==> config.mk <==
export PLATFORM = sky130hd
export DESIGN_NAME = ddr_stream_reader_flat
export DESIGN_NICKNAME = d
export VERILOG_FILES = /design/src/rtl/ddr_pkg.sv /design/src/rtl/ddr_if.sv /design/src/rtl/sync_fifo.sv /design/src/rtl/ddr_stream_reader.sv /design/src/flat_wrapper.sv
export SDC_FILE = /design/constraint.sdc
export NUM_CORES = 1
export LEC_CHECK = 0
export BUFFER_PORTS_ARGS = -buffer_cell sky130_fd_sc_hd__buf_2
export CAP_MARGIN = 20
export CORE_MARGIN = 2
export CORE_UTILIZATION = 45
export DETAILED_ROUTE_END_ITERATION = 16
export GPL_ROUTABILITY_DRIVEN = 0
export GPL_TIMING_DRIVEN = 0
export PLACE_DENSITY = 0.64
export SLEW_MARGIN = 20
export SYNTH_ARGS = -nofsm -noshare
export SYNTH_HDL_FRONTEND = slang
export SYNTH_SLANG_ARGS = --single-unit
==> constraint.sdc <==
create_clock -name clk -period 9 [get_ports clk]
set_clock_uncertainty 0.2 [all_clocks]
set_input_delay 1.8 -clock clk [delete_from_list [all_inputs] [get_ports clk]]
set_output_delay 1.8 -clock clk [all_outputs]
set_load 0.02 [all_outputs]
==> src/rtl/ddr_pkg.sv <==
// Shared DDR client widths, reader state encoding and burst sizing helper.
package ddr_pkg;

    localparam int DDR_ADDR_W  = 29;
    localparam int DDR_DATA_W  = 64;
    localparam int DDR_BURST_W = 8;

    typedef enum logic [1:0] {
        ST_IDLE,
        ST_REQ,
        ST_DATA,
        ST_DRAIN
    } rd_state_e;

    // Next burst length: the smaller of the words still owed and the burst cap.
    function automatic logic [15:0] min_burst(input logic [15:0] remaining,
                                              input int unsigned max_burst);
        if (remaining > 16'(max_burst)) begin
            return 16'(max_burst);
        end
        return remaining;
    endfunction

endpackage

==> src/rtl/ddr_if.sv <==
// One DDR arbiter input port: request/address side driven by the client,
// busy and read-return side driven by the arbiter.
interface ddr_if;
    import ddr_pkg::*;

    logic [DDR_ADDR_W-1:0]  addr;
    logic [DDR_DATA_W-1:0]  wdata;
    logic                   read;
    logic                   write;
    logic [DDR_BURST_W-1:0] burstcnt;
    logic [7:0]             byteenable;
    logic                   acquire;
    logic                   busy;
    logic                   rdata_ready;
    logic [DDR_DATA_W-1:0]  rdata;

    modport to_host (
        output addr, wdata, read, write, burstcnt, byteenable, acquire,
        input  busy, rdata_ready, rdata
    );

    modport to_arb (
        input  addr, wdata, read, write, burstcnt, byteenable, acquire,
        output busy, rdata_ready, rdata
    );

endinterface

==> src/rtl/sync_fifo.sv <==
// Single-clock show-ahead FIFO: head word is presented whenever non-empty.
// Pop on empty and push on full are ignored; flush empties it in one edge.
module sync_fifo #(
    parameter int WIDTH = 64,
    parameter int DEPTH = 16
) (
    input  logic                     clk,
    input  logic                     reset,
    input  logic                     flush,
    input  logic                     push,
    input  logic [WIDTH-1:0]         wdata,
    input  logic                     pop,
    output logic [WIDTH-1:0]         rdata,
    output logic                     valid,
    output logic [$clog2(DEPTH):0]   count
);

    localparam int AW = $clog2(DEPTH);
    localparam int CW = AW + 1;

    logic [WIDTH-1:0] mem_q [DEPTH];
    logic [AW-1:0]    wr_ptr_q;
    logic [AW-1:0]    rd_ptr_q;
    logic [CW-1:0]    count_q;
    logic             do_push;
    logic             do_pop;

    // Qualify requests against the current occupancy.
    always_comb begin
        do_push = push && (count_q != CW'(DEPTH));
        do_pop  = pop && (count_q != '0);
    end

    // Pointer and occupancy tracking; flush behaves like reset.
    always_ff @(posedge clk) begin
        if (reset || flush) begin
            wr_ptr_q <= '0;
            rd_ptr_q <= '0;
            count_q  <= '0;
        end else begin
            if (do_push) begin
                wr_ptr_q <= wr_ptr_q + AW'(1);
            end
            if (do_pop) begin
                rd_ptr_q <= rd_ptr_q + AW'(1);
            end
            unique case ({do_push, do_pop})
                2'b10:   count_q <= count_q + CW'(1);
                2'b01:   count_q <= count_q - CW'(1);
                default: count_q <= count_q;
            endcase
        end
    end

    // Storage array, written only; no reset needed on data.
    always_ff @(posedge clk) begin
        if (do_push) begin
            mem_q[wr_ptr_q] <= wdata;
        end
    end

    assign rdata = mem_q[rd_ptr_q];
    assign valid = (count_q != '0);
    assign count = count_q;

endmodule

==> src/rtl/ddr_stream_reader.sv <==
// Streams a run of 64-bit words out of DDR as a sequence of read bursts and
// presents them through a show-ahead FIFO. A burst is only requested once the
// FIFO has room for every beat of it, so the return path never back-pressures.
module ddr_stream_reader
    import ddr_pkg::*;
#(
    parameter int FIFO_DEPTH = 16,
    parameter int MAX_BURST  = 8
) (
    input  logic                  clk,
    input  logic                  reset,
    ddr_if.to_host                ddr,
    input  logic                  start,
    input  logic [DDR_ADDR_W-1:0] base_addr,
    input  logic [15:0]           length,
    input  logic                  abort,
    output logic [DDR_DATA_W-1:0] data,
    output logic                  valid,
    input  logic                  pop,
    output logic                  active,
    output logic                  done
);

    localparam int CW = $clog2(FIFO_DEPTH) + 1;

    rd_state_e              state_q;
    logic [DDR_ADDR_W-1:0]  addr_q;
    logic [DDR_ADDR_W-1:0]  rd_addr_q;
    logic [15:0]            remaining_q;
    logic [DDR_BURST_W-1:0] burstcnt_q;
    logic [DDR_BURST_W-1:0] beats_q;
    logic                   read_q;
    logic                   done_q;

    logic [CW-1:0]          fifo_count;
    logic [CW-1:0]          free_slots;
    logic [15:0]            burst_n;
    logic                   accept;
    logic                   last_beat;
    logic                   push;
    logic                   flush;

    // Burst sizing, handshake decode and FIFO control derived from current state.
    always_comb begin
        burst_n    = min_burst(remaining_q, MAX_BURST);
        free_slots = CW'(FIFO_DEPTH) - fifo_count;
        accept     = (state_q == ST_REQ) && read_q && !ddr.busy;
        push       = (state_q == ST_DATA) && ddr.rdata_ready;
        last_beat  = ((state_q == ST_DATA) || (state_q == ST_DRAIN))
                     && ddr.rdata_ready && (beats_q == DDR_BURST_W'(1));
        // Every abort path empties the FIFO on the edge that enters IDLE.
        flush      = ((state_q == ST_REQ) && abort && !accept)
                     || ((state_q == ST_DATA) && abort && last_beat)
                     || ((state_q == ST_DRAIN) && last_beat);
    end

    // Stream control FSM with registered DDR request outputs and done pulse.
    // An abort landing on the accept edge still owes the whole burst, so it
    // goes through DRAIN rather than straight to IDLE.
    always_ff @(posedge clk) begin
        if (reset) begin
            state_q     <= ST_IDLE;
            addr_q      <= '0;
            rd_addr_q   <= '0;
            remaining_q <= '0;
            burstcnt_q  <= '0;
            beats_q     <= '0;
            read_q      <= 1'b0;
            done_q      <= 1'b0;
        end else begin
            done_q <= 1'b0;
            unique case (state_q)
                ST_IDLE: begin
                    if (start) begin
                        if (length != '0) begin
                            addr_q      <= base_addr;
                            remaining_q <= length;
                            state_q     <= ST_REQ;
                        end else begin
                            done_q <= 1'b1;
                        end
                    end
                end
                ST_REQ: begin
                    if (accept) begin
                        read_q      <= 1'b0;
                        addr_q      <= addr_q + DDR_ADDR_W'(burstcnt_q);
                        remaining_q <= remaining_q - 16'(burstcnt_q);
                        beats_q     <= burstcnt_q;
                        state_q     <= abort ? ST_DRAIN : ST_DATA;
                    end else if (abort) begin
                        read_q  <= 1'b0;
                        state_q <= ST_IDLE;
                        done_q  <= 1'b1;
                    end else if (!read_q && (32'(free_slots) >= 32'(burst_n))) begin
                        read_q     <= 1'b1;
                        burstcnt_q <= DDR_BURST_W'(burst_n);
                        rd_addr_q  <= addr_q;
                    end
                end
                ST_DATA: begin
                    if (ddr.rdata_ready) begin
                        beats_q <= beats_q - DDR_BURST_W'(1);
                    end
                    if (last_beat) begin
                        if (abort || (remaining_q == '0)) begin
                            state_q <= ST_IDLE;
                            done_q  <= 1'b1;
                        end else begin
                            state_q <= ST_REQ;
                        end
                    end else if (abort) begin
                        state_q <= ST_DRAIN;
                    end
                end
                ST_DRAIN: begin
                    if (ddr.rdata_ready) begin
                        beats_q <= beats_q - DDR_BURST_W'(1);
                    end
                    if (last_beat) begin
                        state_q <= ST_IDLE;
                        done_q  <= 1'b1;
                    end
                end
                default: state_q <= ST_IDLE;
            endcase
        end
    end

    sync_fifo #(
        .WIDTH (DDR_DATA_W),
        .DEPTH (FIFO_DEPTH)
    ) u_fifo (
        .clk   (clk),
        .reset (reset),
        .flush (flush),
        .push  (push),
        .wdata (ddr.rdata),
        .pop   (pop),
        .rdata (data),
        .valid (valid),
        .count (fifo_count)
    );

    assign ddr.addr       = rd_addr_q;
    assign ddr.read       = read_q;
    assign ddr.burstcnt   = burstcnt_q;
    assign ddr.acquire    = (state_q != ST_IDLE);
    assign ddr.write      = 1'b0;
    assign ddr.wdata      = '0;
    assign ddr.byteenable = '1;

    assign active = (state_q != ST_IDLE);
    assign done   = done_q;

endmodule

==> src/flat_wrapper.sv <==
// flat-port wrapper written by rule: the top's interface ports become plain ports
module ddr_stream_reader_flat import ddr_pkg::*;
#(
    parameter int FIFO_DEPTH = 16,
    parameter int MAX_BURST  = 8
)
  (clk, reset, start, base_addr, length, abort, data, valid, pop, active, done, ddr_addr, ddr_wdata, ddr_read, ddr_write, ddr_burstcnt, ddr_byteenable, ddr_acquire, ddr_busy, ddr_rdata_ready, ddr_rdata);
  ddr_if ddr_i ();
  input  logic clk;
  input  logic reset;
  input  logic start;
  input  logic [DDR_ADDR_W-1:0] base_addr;
  input  logic [15:0] length;
  input  logic abort;
  output logic [DDR_DATA_W-1:0] data;
  output logic valid;
  input  logic pop;
  output logic active;
  output logic done;
  output wire logic [$bits(ddr_i.addr)-1:0] ddr_addr;
  output wire logic [$bits(ddr_i.wdata)-1:0] ddr_wdata;
  output wire logic [$bits(ddr_i.read)-1:0] ddr_read;
  output wire logic [$bits(ddr_i.write)-1:0] ddr_write;
  output wire logic [$bits(ddr_i.burstcnt)-1:0] ddr_burstcnt;
  output wire logic [$bits(ddr_i.byteenable)-1:0] ddr_byteenable;
  output wire logic [$bits(ddr_i.acquire)-1:0] ddr_acquire;
  input wire logic [$bits(ddr_i.busy)-1:0] ddr_busy;
  input wire logic [$bits(ddr_i.rdata_ready)-1:0] ddr_rdata_ready;
  input wire logic [$bits(ddr_i.rdata)-1:0] ddr_rdata;
  assign ddr_addr = ddr_i.addr;
  assign ddr_wdata = ddr_i.wdata;
  assign ddr_read = ddr_i.read;
  assign ddr_write = ddr_i.write;
  assign ddr_burstcnt = ddr_i.burstcnt;
  assign ddr_byteenable = ddr_i.byteenable;
  assign ddr_acquire = ddr_i.acquire;
  assign ddr_i.busy = ddr_busy;
  assign ddr_i.rdata_ready = ddr_rdata_ready;
  assign ddr_i.rdata = ddr_rdata;
  ddr_stream_reader #(.FIFO_DEPTH(FIFO_DEPTH), .MAX_BURST(MAX_BURST)) u_core (.clk(clk), .reset(reset), .ddr(ddr_i), .start(start), .base_addr(base_addr), .length(length), .abort(abort), .data(data), .valid(valid), .pop(pop), .active(active), .done(done));
endmodule
* Word level (Yosys, flattened, before mapping)
Memory sizes are Yosys's and may differ from the RTL's. A register that Yosys moved wholly into a read port is not among the register bits.
Index checks and enable logic that the tools add are counted.
** Storage, ports and cells
- Logic and storage cells :: 114
- Register bits after elaboration :: 107
- Output and inout port bits :: 179
- Memories kept :: 1
- Bits in writable memories :: 1024
** Memories
- u_core.u_fifo.mem_q :: words 16, bits a word 64, read ports 1, clocked after Yosys merged registers in 1, wr ports 1, RTL line sync_fifo.sv:21 : logic [WIDTH-1:0] mem_q [DEPTH];
** Cells by class
- Equality and inequality tests :: 14
- Mux-type cells :: 40
- Magnitude comparators :: 2
- Bitwise logic cells :: 2
- Add/sub/neg operators :: 8
- Reduce and logical (&&, ||, !) cells :: 36
** Operators with widths (count)
- $mux W29 :: 3
- $mux W16 :: 5
- $pmux W29 S2 :: 1
- $pmux W16 S2 :: 1
- $add A29 B8 Y29 :: 1
- $ge A5 B16 Y1 :: 1
- $gt A16 B4 Y1 const B :: 1
- $logic_not A16 Y1 :: 1
- $mux W8 :: 2
- $pmux W8 S2 :: 1
- $reduce_bool A16 Y1 :: 1
- $sub A16 B8 Y16 :: 1
- $mux W1 :: 15
- $mux W2 :: 7
- $logic_and A1 B1 Y1 :: 13
- $pmux W5 S2 :: 1
- $add A4 B1 Y4 const B :: 2
- $eq A8 B1 Y1 const B :: 1
- $mux W4 :: 2
- $ne A2 B1 Y1 const B :: 4
- $pmux W2 S4 :: 1
- $reduce_and A4 Y1 :: 2
- $reduce_bool A2 Y1 :: 4
- $sub A8 B1 Y8 const B :: 1
- 19 further kinds :: 30

* Logic depth before layout (Yosys ltp)
- Depth after elaboration :: 9
- Depth in mapped cells :: 15
- Gate-level depth less buffers :: 15

* Modules after synthesis
A second synthesis with hierarchy kept.
** Unflattened totals
- Cell total of the unflattened synthesis :: 2449
- Area, all modules :: 45338.5 um^2
** By module, submodules not included
- sync_fifo :: cells an instance 1680, area each 39166.3 um^2, times used 1
- ddr_stream_reader :: cells an instance 769, area each 6172.2 um^2, times used 1

* Least setup slack after synthesis
OpenSTA, ideal clock, no wires.
- Path type :: in2reg
- Start :: input port ddr_rdata_ready
- End :: memory u_core.u_fifo.mem_q[3][0] (enable)
- Path buffers :: 1
- Stages :: 5
- Slack :: 1119 ps
- Arrival time :: 7116 ps
- Setup time :: 564 ps
- Path through :: and2_0 clkbuf_1 nor3b_2 nand2_1 nor3_1
** Between the ends
- Word-level cells in the longest chain between the ends :: 4
** Ends and longest elaborated chain
- from (decl) :: RTL line flat_wrapper.sv:28 : input wire logic [$bits(ddr_i.rdata_ready)-1:0] ddr_rdata_ready;
- $logic_and A1 B1 Y1 :: RTL line ddr_stream_reader.sv:48 : push = (state_q == ST_DATA) && ddr.rdata_ready;
- $logic_and A1 B1 Y1 :: RTL line sync_fifo.sv:30 : do_push = push && (count_q != CW'(DEPTH));
- $mux W1 :: RTL line sync_fifo.sv:57 : if (do_push) begin
- $mux W1 (not written as such) :: RTL line sync_fifo.sv:58 : mem_q[wr_ptr_q] <= wdata;
- to (decl) :: RTL line sync_fifo.sv:21
Every way passes these cells.

==> results by group <==
Cells and area
  • Filler Cell Count: slightly below 8,000
  • Layout Nets: 2,949
  • Final cell count without fillers: around 4,200
  • Layout area overhead: 18.4%
  • Multi-input logic area: 0.0115 mm²
  • Fraction of layout cells with a size suffix above 1: 0.324
  • Core Util, Final: 0.537
  • Reg area: ~0.033 mm²

Placement
  • Number of port buffers: between 200 and 250
  • Inst Count DP: between 3,000 and 4,000
  • DP Worst Slack: 3.52 ns
  • Dpl hpwl: ~76,000 µm

Die
  • IO Pins: between 200 and 300
  • Die height: 321 µm
  • Die Area: just over 0.1 mm²
  • Die width: around 320 µm
  • Rows: roughly 120
  • CORE AREA: approximately 0.10 mm²
  • Initial Utilization: 0.453

Logic synthesis
  • Synth Register Bits: between 1,000 and 1,500
  • EDFF count, synth: 1,024
  • Post-synth ARST share: 0
  • Synth Flop Type: edfxtp_1
  • Mapped Cells: around 2,300
  • Netlist Area Pre-Place: 0.0453 mm²
  • Avg Cell Area, Syn: around 20 µm²
  • Top post-synthesis cells by count: edfxtp_1, mux4_2, dfxtp_1
  • Area contributors post-synth: edfxtp_1, mux4_2, dfxtp_1
  • Yosys cell types: between 60 and 70
  • Yosys Warn Count: 0
  • Sequential-to-total area share from yosys stat: 0.728
  • Synth top area share: 0.679
  • Cell taking the most area after synthesis: edfxtp_1
  • Count leader, synth: edfxtp_1

Global routing
  • Largest net degree at the start of global routing: 19
  • First-pass GRT wire length: between 150,000 and 200,000 µm
  • Grt total ovfl: 0
  • Vias in the first global route: around 25,000
  • Global Route Usage Sum: 0.220
  • Antenna violations before repair: 16

Clock network
  • Post-cts sizing count: 0
  • Cts hold-fix bufs: 0
  • H-Tree Depth: 3
  • CTS root buffer: clkbuf_16
  • Post-CTS Setup Repair Bufs: 0
  • Clock Tree Buf Depth: 3
  • CTS tree: done
  • Clk sinks: ~1,100
  • CTS clk-pin slew, worst paths: approximately 0.06 ns
  • Clock Latency Late Sink: around 0.69 ns
  • Total CTS buffers: between 100 and 150

Timing
  • Min Tclk post-route: roughly 5.9 ns
  • Fin crit share: 0.653
  • Maximum clock rate: approximately 170 MHz
  • Worst Hold Slack: just under 0.3 ns
  • Max_slew headroom: 0.264
  • Slew Limit Fails: 0
  • PnR worst setup slack: 3.13 ns
  • Worst-Margin Slew: between 1 and 1.5 ns
  • # setup viols final: 0
  • RSZ-0062 raised after global routing: false
  • Final Hold Fails: 0

Critical path
  • CP delay by family, top: buffers and inverters
  • Worst-path cell chain: clkbuf_1 > clkbuf_1 > buf_2 > mux4_2 > mux4_2 > buf_2
  • CP endpoint kind: output port
  • Slowest library cell on the worst path: clkbuf_1
  • Crit path buf inv count: 4
  • Reg-to-reg startpoint: u_core.u_fifo.count[0]
  • Critical path data arrival time: 3.87 ns
  • Slowest stage delay, CP: 0.72 ns
  • Setup crit start kind: register
  • Worst reg-to-reg setup slack: 4.83 ns
  • Critical path class: reg -> out
  • CP required: about 7 ns
  • CP max FO: 10

Route
  • Drt drc: 0
  • Post-DR vias/cell: ~5.8
  • DRT Wirelength: 113,000 µm
  • DRT iter0 DRCs: approximately 2,800
  • DR vias: 24,325
  • Routed Antenna Nets: 0
  • Routed wire length per instance: about 27 µm
  • Drt pass-1 iters: 5

Power
  • Pleak: around 18 nW
  • Max rail drop VDD: ~0.17 mV
  • Pwr/cell area: around 200 mW/mm²

Min path
  • Worst hold path type: reg -> reg
  • Min-Delay Startpoint: u_core.ddr.addr[11]

Status
  • Outcome: finished clean

Run
  • Max Cap Violations: 0
==> cell families (layout without fill, tap and decap cells) <==
family | count (synthesis) | after routing | share of synthesized area
DFF | 1135 | 1135 | 0.728
and+or+nand+nor | 321 | 321 | 0.0343
adders and majority gates | 38 | 38 | 0.0110
xor gates and xnor gates | 18 | 18 | 0.00348
buffers and inverters | 223 | 743 | 0.0257
muxes | 362 | 362 | 0.169
other | 2 | 79 | 0.000166
AOI/OAI and AO/OA | 194 | 194 | 0.0284
==> worst paths after layout <==
| check | to | depth (start not counted) |
|---|---|---|
| min reg2reg | u_core.ddr.addr[11] | 2 |
| max | data[2] | 6 |
| min | u_core.ddr.addr[11] | 2 |
| max reg2reg | u_core.u_fifo.mem_q[0][35] | 11 |
==> sequential cells by signal (all words and copies together) (netlist names), 4 cells and up, named ones only <==
name and flops:
u_core.addr_q 29, u_core.beats_q 8, u_core.ddr.addr 29, u_core.ddr.burstcnt 8, u_core.remaining_q 16, u_core.u_fifo.count 5
u_core.u_fifo.mem_q 1024, u_core.u_fifo.rd_ptr_q 4, u_core.u_fifo.wr_ptr_q 4
==> cell type report <==
class / count / area share
Inverter: 31 / 0.00217
Tap cell: 1298 / 0.0303
Clock inverter: 63 / 0.0115
Timing Repair Buffer: 314 / 0.0497
Antenna cell: 5 / 0.000233
Buffer: 192 / 0.0197
Sequential cell: 1135 / 0.615
Multi-Input combinational cell: 1007 / 0.215
Clock buffer: 143 / 0.0568
==> tightest hold or removal path: cells and delay by family, from the launching register on <==
family	cells	cell delay [ns]
mux	1	0.07
simple gates	1	0.07
flops	1	0.32
==> per-layer routing <==
metal / share of wire / global-route usage / vias up
met3: 0.073 / 0.0395 / 207
met5: 0.00063 / 0 / -
met1: 0.40 / 0.299 / 12796
met2: 0.50 / 0.364 / 1026
met4: 0.027 / 0.0648 / 12
li1: - / - / 10284
==> cell usage in the layout (no fill, tap or decap), types with 37 or more instances in the layout <==
cell type | netlist | routed
edfxtp_1 | 1024 | 1024
buf_4 | 74 | 113
a21oi_1 | 42 | 42
nor2_1 | 104 | 92
clkbuf_1 | 69 | 91
dfxtp_1 | 111 | 111
buf_2 | 39 | 261
mux4_2 | 320 | 320
conb_1 | 2 | 74
nand2_1 | 73 | 73
o21ai_0 | 37 | 37
mux2i_1 | 38 | 38
clkbuf_16 | 0 | 117
==> stage by stage <==
step	power (mW)	area (µm²)	TNS (ns)
final	10.9	53600	0
after floorplan	6.17	45500	0
after global placement	6.34	48300	-2305.41
after CTS	10.9	53600	0
after detailed placement	6.36	49900	0
after global routing	11.2	53600	0
==> where the power goes <==
| part | leakage, nW | internal [mW] | switching [mW] |
|---|---|---|---|
| Clock | 1.78 | 2.63 | 1.98 |
| Sequential | 10.1 | 5.77 | 0.0355 |
| Combinational | 5.89 | 0.151 | 0.307 |
(Power assumes the default switching activity.)
